**src/rtl/bus_mux_reg.sv**
```systemverilog
// bus_mux_reg: registered CPU bus multiplexer.
// Resolves one source word per cycle from out-enable strobes, pipelines the
// result through one or two register stages, and tracks multi-driver conflicts.
//
// Output qualifier semantics (there is no back-pressure on this bus):
//   bus_valid=1 means bus_out and bus_src_idx carry exactly one resolved source
//   word for this cycle. bus_valid=0 means bus_out is an idle value (held word
//   or zero) and bus_src_idx still shows the last source that was driven.
//   conflict marks the word that had two or more enables asserted. It is
//   aligned with bus_out and can be high together with bus_valid=1 in priority mode.

module bus_mux_reg #(
    parameter  int NUM_SRC       = 24,
    parameter  int DATA_W        = 32,
    parameter  int PIPE_STAGES   = 1,
    parameter  int PRIORITY_MODE = 0,
    parameter  int HOLD_MODE     = 1,
    localparam int SEL_W         = $clog2(NUM_SRC)
) (
    input  logic                      clock,
    input  logic                      clear,
    input  logic [NUM_SRC*DATA_W-1:0] src_data,
    input  logic [NUM_SRC-1:0]        src_out_en,
    input  logic                      err_clr,
    output logic [DATA_W-1:0]         bus_out,
    output logic                      bus_valid,
    output logic [SEL_W-1:0]          bus_src_idx,
    output logic                      conflict,
    output logic                      conflict_sticky,
    output logic [7:0]                conflict_count
);

    // ------------------------------------------------------------------
    // Resolution of the current enable vector
    // ------------------------------------------------------------------
    logic               en_any;
    logic               en_multi;
    logic [SEL_W-1:0]   low_idx;
    logic [NUM_SRC-1:0] low_oh;
    logic [DATA_W-1:0]  sel_data;

    logic               res_valid;
    logic [DATA_W-1:0]  res_data;
    logic               res_conf;

    // Scan from index 0 upward: the first set bit is the lowest index, any
    // further set bit marks a multi-driver conflict.
    always_comb begin
        en_any   = 1'b0;
        en_multi = 1'b0;
        low_idx  = '0;
        low_oh   = '0;
        for (int i = 0; i < NUM_SRC; i++) begin
            if (src_out_en[i]) begin
                if (en_any) begin
                    en_multi = 1'b1;
                end else begin
                    low_idx   = SEL_W'(i);
                    low_oh[i] = 1'b1;
                end
                en_any = 1'b1;
            end
        end
    end

    // AND-OR mux on the one-hot lowest enable, so an unselected source
    // (even one carrying X) never reaches the bus.
    always_comb begin
        sel_data = '0;
        for (int i = 0; i < NUM_SRC; i++) begin
            sel_data = sel_data | (src_data[i*DATA_W +: DATA_W] & {DATA_W{low_oh[i]}});
        end
    end

    // In strict mode a conflict produces no valid word; in priority mode
    // the lowest asserted index still drives the bus.
    assign res_valid = en_any && (!en_multi || (PRIORITY_MODE != 0));
    assign res_conf  = en_multi;
    assign res_data  = res_valid ? sel_data : '0;

    // ------------------------------------------------------------------
    // Optional first pipeline stage; data, valid, idx and conflict travel
    // together so the final stage sees a coherent word.
    // ------------------------------------------------------------------
    logic [DATA_W-1:0] fin_data;
    logic              fin_valid;
    logic [SEL_W-1:0]  fin_idx;
    logic              fin_conf;

    generate
        if (PIPE_STAGES == 2) begin : g_two_stage
            logic [DATA_W-1:0] s0_data;
            logic              s0_valid;
            logic [SEL_W-1:0]  s0_idx;
            logic              s0_conf;

            // Stage 0 register: capture the resolved word unconditionally.
            always_ff @(posedge clock or negedge clear) begin
                if (!clear) begin
                    s0_data  <= '0;
                    s0_valid <= 1'b0;
                    s0_idx   <= '0;
                    s0_conf  <= 1'b0;
                end else begin
                    s0_data  <= res_data;
                    s0_valid <= res_valid;
                    s0_idx   <= low_idx;
                    s0_conf  <= res_conf;
                end
            end

            assign fin_data  = s0_data;
            assign fin_valid = s0_valid;
            assign fin_idx   = s0_idx;
            assign fin_conf  = s0_conf;
        end else begin : g_one_stage
            assign fin_data  = res_data;
            assign fin_valid = res_valid;
            assign fin_idx   = low_idx;
            assign fin_conf  = res_conf;
        end
    endgenerate

    // ------------------------------------------------------------------
    // Final (output) stage and hold register
    // ------------------------------------------------------------------
    logic [DATA_W-1:0] hold_q;
    logic [DATA_W-1:0] idle_word;

    // Idle value when nothing drives the bus: last valid word or zero.
    assign idle_word = (HOLD_MODE != 0) ? hold_q : '0;

    // Output register: a valid word updates data, idx and the hold register;
    // a strict-mode conflict forces zero; an idle cycle shows idle_word.
    always_ff @(posedge clock or negedge clear) begin
        if (!clear) begin
            bus_out     <= '0;
            bus_valid   <= 1'b0;
            bus_src_idx <= '0;
            conflict    <= 1'b0;
            hold_q      <= '0;
        end else begin
            bus_valid <= fin_valid;
            conflict  <= fin_conf;
            if (fin_valid) begin
                bus_out     <= fin_data;
                bus_src_idx <= fin_idx;
                hold_q      <= fin_data;
            end else if (fin_conf) begin
                bus_out <= '0;
            end else begin
                bus_out <= idle_word;
            end
        end
    end

    // ------------------------------------------------------------------
    // Conflict bookkeeping, updated at the edge the conflict pulse is
    // registered. A conflict coinciding with err_clr restarts the count at 1.
    // ------------------------------------------------------------------
    // Sticky flag and saturating counter.
    always_ff @(posedge clock or negedge clear) begin
        if (!clear) begin
            conflict_sticky <= 1'b0;
            conflict_count  <= 8'd0;
        end else if (err_clr && fin_conf) begin
            conflict_sticky <= 1'b1;
            conflict_count  <= 8'd1;
        end else if (err_clr) begin
            conflict_sticky <= 1'b0;
            conflict_count  <= 8'd0;
        end else if (fin_conf) begin
            conflict_sticky <= 1'b1;
            if (conflict_count != 8'hFF) begin
                conflict_count <= conflict_count + 8'd1;
            end
        end
    end

    // ------------------------------------------------------------------
    // Simulation checks
    // ------------------------------------------------------------------
    // Enables must be fully known whenever the block is out of reset.
    a_en_known: assert property (@(posedge clock) disable iff (!clear)
        !$isunknown(src_out_en));

    // The conflict counter saturates rather than wrapping.
    a_count_saturates: assert property (@(posedge clock) disable iff (!clear)
        (conflict_count == 8'hFF && !err_clr) |=> (conflict_count == 8'hFF));

    // A registered conflict always leaves the sticky flag set.
    a_sticky_follows: assert property (@(posedge clock) disable iff (!clear)
        conflict |-> conflict_sticky);

endmodule

```
**config.mk**
```make
export PLATFORM = sky130hd
export DESIGN_NAME = bus_mux_reg
export DESIGN_NICKNAME = d
export VERILOG_FILES = /design/src/rtl/bus_mux_reg.sv
export SDC_FILE = /design/constraint.sdc
export NUM_CORES = 1
export LEC_CHECK = 0
export ABC_AREA = 1
export CORE_AREA = 4 4 325 327
export CTS_BUF_LIST = sky130_fd_sc_hd__clkbuf_8 sky130_fd_sc_hd__clkbuf_16
export DETAILED_ROUTE_END_ITERATION = 10
export DIE_AREA = 0 0 329 331
export SYNTH_ARGS = -nofsm -noshare
export SYNTH_HDL_FRONTEND = slang
export SYNTH_SLANG_ARGS = --single-unit
export TNS_END_PERCENT = 100
```
**constraint.sdc**
```tcl
create_clock -name clock -period 4.45 [get_ports clock]
set_clock_uncertainty 0.2 [all_clocks]
set_input_delay 0.445 -clock clock [delete_from_list [all_inputs] [get_ports clock]]
set_output_delay 0.445 -clock clock [all_outputs]
set_load 0.01 [all_outputs]
```
Word level (Yosys, flattened, before mapping)
Cells that the tools add are included.
{"block": "totals", "input_bits": 795, "ff_bits": 80, "output_inout_bits": 48, "word_cells": 233}
{"block": "op_classes", "n_reduce_logical": 6, "add_sub_neg": 1, "n_bitwise": 47, "n_eq_ne": 1, "mux": 171}
{"cell": "AND 32 bit", "count": 24}
{"cell": "bitwise OR 32 bit", "count": 23}
{"cell": "two-way mux 5 bit", "count": 44}
{"cell": "two-way mux 1 bit", "count": 121}
{"cell": "two-way mux 32 bit", "count": 2}
{"cell": "two-way mux 8 bit", "count": 4}
{"cell": "adder 8 x 1 -> 8 bit (second input constant)", "count": 1}
{"cell": "!= test 8 bit (second input constant)", "count": 1}
{"cell": "nonzero test 3 bit", "count": 2}
{"cell": "logical AND 1 bit", "count": 2}
{"cell": "AND reduction 2 bit", "count": 1}
{"cell": "zero test 1 bit", "count": 1}

Longest topological paths before layout
{"block": "logic_depth", "ltp_word": 50, "depth_mapped": 18, "mapped_depth_nobuf": 16}

Worst setup path after synthesis
OpenSTA, ideal clock, no wires.
{"block": "synth_timing", "path_kind": "input to register", "startpoint": "in src_out_en[6]", "endpoint": "reg bus_src_idx[2]", "cell_stages": 17, "path_slack_ns": 1.867, "setup_time_ns": 0.123, "t_arrival_ns": 2.260, "path_buffers": 3, "required_ns": 4.127, "path_cell_list": "buf_2 -> nor2_4 -> nand2_2 -> nor2_8 -> nand4_4 -> nor2_4 -> nand2_2 -> nor2_4 -> nand2_1 -> nand2_1 -> nand2_1 -> nor2_4 -> nand3_1 -> buf_2 -> buf_6 -> nand2_1 -> nand2_1"}
{"block": "synth_between", "elab_chain_len": 37, "elab_cells_between_ends": 90, "classes_between": "88 x mux; 2 x reduce/logical"}
{"element": "start, declared", "line_no": "23", "text": "input logic [NUM_SRC-1:0] src_out_en,"}
{"element": "two-way mux 1 bit", "line_no": "54", "text": "if (src_out_en[i]) begin"}
{"element": "two-way mux 1 bit", "line_no": "55", "text": "if (en_any) begin"}
{"element": "two-way mux 1 bit", "line_no": "54"}
{"element": "two-way mux 1 bit", "line_no": "55"}
{"element": "two-way mux 1 bit", "line_no": "54"}
{"element": "two-way mux 1 bit", "line_no": "55"}
{"element": "two-way mux 1 bit", "line_no": "54"}
{"element": "two-way mux 1 bit", "line_no": "55"}
{"element": "(+21 left out)"}
{"element": "two-way mux 1 bit", "line_no": "55"}
{"element": "two-way mux 1 bit", "line_no": "54"}
{"element": "two-way mux 1 bit", "line_no": "55"}
{"element": "two-way mux 1 bit", "line_no": "54"}
{"element": "two-way mux 1 bit", "line_no": "55"}
{"element": "two-way mux 1 bit", "line_no": "54"}
{"element": "zero test 1 bit", "line_no": "77", "text": "assign res_valid = en_any && (!en_multi || (PRIORITY_MODE != 0));"}
{"element": "logical AND 1 bit", "line_no": "77"}
{"element": "end signal, assigned", "line_no": "147", "text": "bus_src_idx <= fin_idx;"}
{"element": "end, declared", "line_no": "27", "text": "output logic [SEL_W-1:0] bus_src_idx,"}
Several ways; a longest one is shown, not always the timed one.
A chain may end at the register's enable or synchronous reset.

Worst setup path in the final report
{"block": "layout_timing", "startpoint": "in src_out_en[1]", "endpoint": "reg hold_q[2]"}
{"block": "layout_between", "elab_chain_len": 47, "elab_cells_between_ends": 161, "classes_between": "113 x mux; 46 x bitwise; 2 x reduce/logical"}
{"element": "two-way mux 1 bit", "line_no": "54"}
{"element": "two-way mux 1 bit", "line_no": "55"}
{"element": "two-way mux 1 bit", "line_no": "54"}
{"element": "two-way mux 1 bit", "line_no": "55"}
{"element": "two-way mux 1 bit", "line_no": "54"}
{"element": "two-way mux 1 bit", "line_no": "55"}
{"element": "two-way mux 1 bit", "line_no": "54"}
{"element": "two-way mux 1 bit", "line_no": "55"}
{"element": "(+31 left out)"}
{"element": "two-way mux 1 bit", "line_no": "55"}
{"element": "two-way mux 1 bit", "line_no": "54"}
{"element": "two-way mux 1 bit", "line_no": "55"}
{"element": "two-way mux 1 bit", "line_no": "54"}
{"element": "two-way mux 1 bit", "line_no": "55"}
{"element": "two-way mux 1 bit", "line_no": "54"}
{"element": "zero test 1 bit", "line_no": "77"}
{"element": "logical AND 1 bit", "line_no": "77"}
{"element": "end signal, assigned", "line_no": "148", "text": "hold_q <= fin_data;"}
{"element": "end, declared", "line_no": "127", "text": "logic [DATA_W-1:0] hold_q;"}
Several ways; a longest one is shown, not always the timed one.

==> flow_summary.ini <==
[route]
routedWlPerCell_um = 26.5
num_vias = 16500
dr.pass1.iters = 5
drc = 0
drtIter0Drc = 1308
vias_per_cell = 3.97
drtAntennaViolNets = 0
drt_wl_total_um = 110000

[placement]
place.gp.congestion = 0.968
placed_cell_area_mm2 = 0.0204
io_buffers = 842
dpl.hpwl_um = 96800

[timing]
finalCriticalPeriod_ns = 4.13
finalHoldViolCount = 0
worstMarginPinSlew_ns = 1.11
fin_setup_tns_ns = 0
clock.fmax_ghz = 0.242
holdWs_ns = 0.0976
rsz0062_at_grt = no
max_slew_margin = 0.261
period_share = 0.928
setup_viol_count_final = 0
drv_slew = 0

[logic_synthesis]
synth_top_area_frac = 0.231
synth.area.top_cells = nand2_1, dfrtp_1, nand3_1
synth_top_flop_cell = dfrtp_1
synth-edff-count = 0
ys_seq_area_frac = 0.200
ys_warn_count = 0
syn_inst = 1915
synth_largest_area_cell = nand2_1
synth_area_mm2 = 0.00999
ys_async_sr_fraction = 1.00
syn_nets = 2711
postSynthRegisterBits = 80
synth_cell_types = 40
syn_avg_cell_area_um2 = 5.22

[floorplan]
die_w_um = 329
rows = 118
die-area_mm2 = 0.109
initial_utilization = 0.0971
io_pins = 843
coreArea_mm2 = 0.103
dieHeight_um = 331

[power_and_ir_drop]
p_switching_mw = 0.893
p_clk_frac = 0.304
power.total_mw = 2.90
vdd_ir_drop_max_v = 0.000193
powerDensity_mw_per_mm2 = 140
power_frac_seq = 0.253
internal_power_mw = 2.01
p_leak_nw = 9.32
combPwrFrac = 0.443
sw_frac_of_total = 0.307

[finish]
syn2layout_area_growth_pct = 108
fin_area_mm2 = 0.0208
nets = 3544
final_cell_mix = clkdlybuf4s50_1, nand2_1, nor2_1
drive_gt1_frac = 0.0548
mostFrequentLayoutCell = clkdlybuf4s50_1
utilization = 0.202

[critical_path]
cp.required_ns = 4.55
crit_path_end_kind = flop
crit_fanout = 24
timing.rr.end = conflict_count[1]
cp.arrival_ns = 4.23
crit_path_start_kind = primary input
startpoint = src_out_en[1]
path_class = primary input to flop
crit_path_end = hold_q[2]
r2r_start = conflict_count[0]
reg2regPathDepth = 12
rrSetupSlack_ns = 2.49

[clocking]
cts.sinks = 80
cts_tree = yes
postCtsSetupRepairBufs = 0
clk_latency_ns = 0.36
cts_root_buffer = clkbuf_16
cts.path.max_buffers = 2
cts_htree_levels = 3
path_clk_slew_ns = 0.06
cts_made_buffers = 9

[grt]
antenna_found_initial = 47
grt_start_max_net_pins = 81
grt_remaining_overflow = 0
grt.total_usage = 0.190
first_global_vias = 16200
grt_pass1_wl_um = 140000

[min_path]
hp-class = primary input to asynchronous set/reset pin

[run]
max_cap_violations = 0

[status]
outcome = complete, no violations
logic make-up (layout without fill, tap and decap cells):
group | count (synthesis) | count (layout) | synth area share
AOI/OAI and AO/OA | 134 | 134 | 0.0765
xor gates and xnor gates | 2 | 2 | 0.00175
adders and majority gates | 1 | 1 | 0.00125
buffers and inverters | 314 | 1152 | 0.126
DFF | 80 | 80 | 0.200
other | 0 | 14 | 0
and+or+nand+nor | 1384 | 1384 | 0.594
cells in the mapped netlist (all sizes together) (4+ instances only):
master / count
nand2: 629
nor2: 373
nand3: 328
inv: 213
a21oi: 99
dfrtp: 80
clkbuf: 57
nand4: 42
buf: 40
o21ai: 16
a22oi: 9
nor3: 7
clkinv: 4
o21a: 4
state kept, by name (all words and copies together) (netlist names):
signal           cells
bus_out             32
hold_q              32
conflict_count       8
bus_src_idx          5
bus_valid            1
conflict             1
conflict_sticky      1
power groups by stage:
stage,sequential (mW),combinational (mW),clock (mW)
2_1_floorplan,0.748,0.245,0
3_3_place_gp,0.747,1.30,0
3_5_place_dp,0.748,1.30,0
4_1_cts,0.734,1.31,0.890
5_1_grt,0.734,1.37,0.914
6_report,0.734,1.29,0.884
critical path, stage by stage:
cell and delay, ns:
clkdlybuf4s50_1 0.55, nor2_8 0.33, nand2_4 0.14, nor2_8 0.41
inv_1 0.26, nor2_4 0.78, nand2_1 0.11, nand3_1 0.15
a21oi_2 0.11, nand3_1 0.32, a21oi_1 0.17, nand2_1 0.15
nor2_1 0.05, nand3_1 0.08, nand2_1 0.07, nand2_1 0.06
how the worst min path moves through the flow:
stage	from	endpoint	cells after the start
floorplan	clear	bus_out[0]	0
global placement	hold_q[9]	hold_q[9]	2
detailed placement	hold_q[31]	hold_q[31]	2
CTS	clear	bus_src_idx[3]	1
global route	clear	conflict_count[2]	1
finish	clear	conflict_count[2]	1
per-stage QoR:
| stage | worst slack, ns | cells |
|---|---|---|
| 6_report | 0.319 | 4147 |
| 5_1_grt | 0.0499 | 4136 |
| 4_1_cts | 0.0296 | 4133 |
| 3_5_place_dp | -0.439 | 4117 |
| 3_3_place_gp | -0.415 | 4117 |
| 2_1_floorplan | 1.87 | 1915 |
repair_timing:
| item | 4_1_cts | 5_1_grt |
|---|---|---|
| hold buffers | 0 | 0 |
| pin swaps | 0 | 0 |
| endpoints found under the setup margin | 2 | 2 |
| resized for setup | 1 | 1 |
layer usage:
| metal | track usage | vias up | part of all wire |
|---|---|---|---|
| met2 | 0.330 | 862 | 0.48 |
| met5 | 0 | - | 0.0022 |
| met3 | 0.0570 | 157 | 0.090 |
| met1 | 0.225 | 7713 | 0.39 |
| li1 | - | 7713 | - |
| met4 | 0.0551 | 36 | 0.035 |
layout make-up:
cell class | count | area (um^2)
Fill cell | 11800 | 82100
Timing Repair Buffer | 919 | 9090
Multi-Input combinational cell | 1521 | 6810
Sequential cell | 80 | 2000
Tap cell | 1380 | 1730
Inverter | 217 | 815
Clock buffer | 9 | 225
Clock inverter | 7 | 113
Antenna cell | 14 | 35.0
Note: power is estimated with default switching activity, not from simulation.
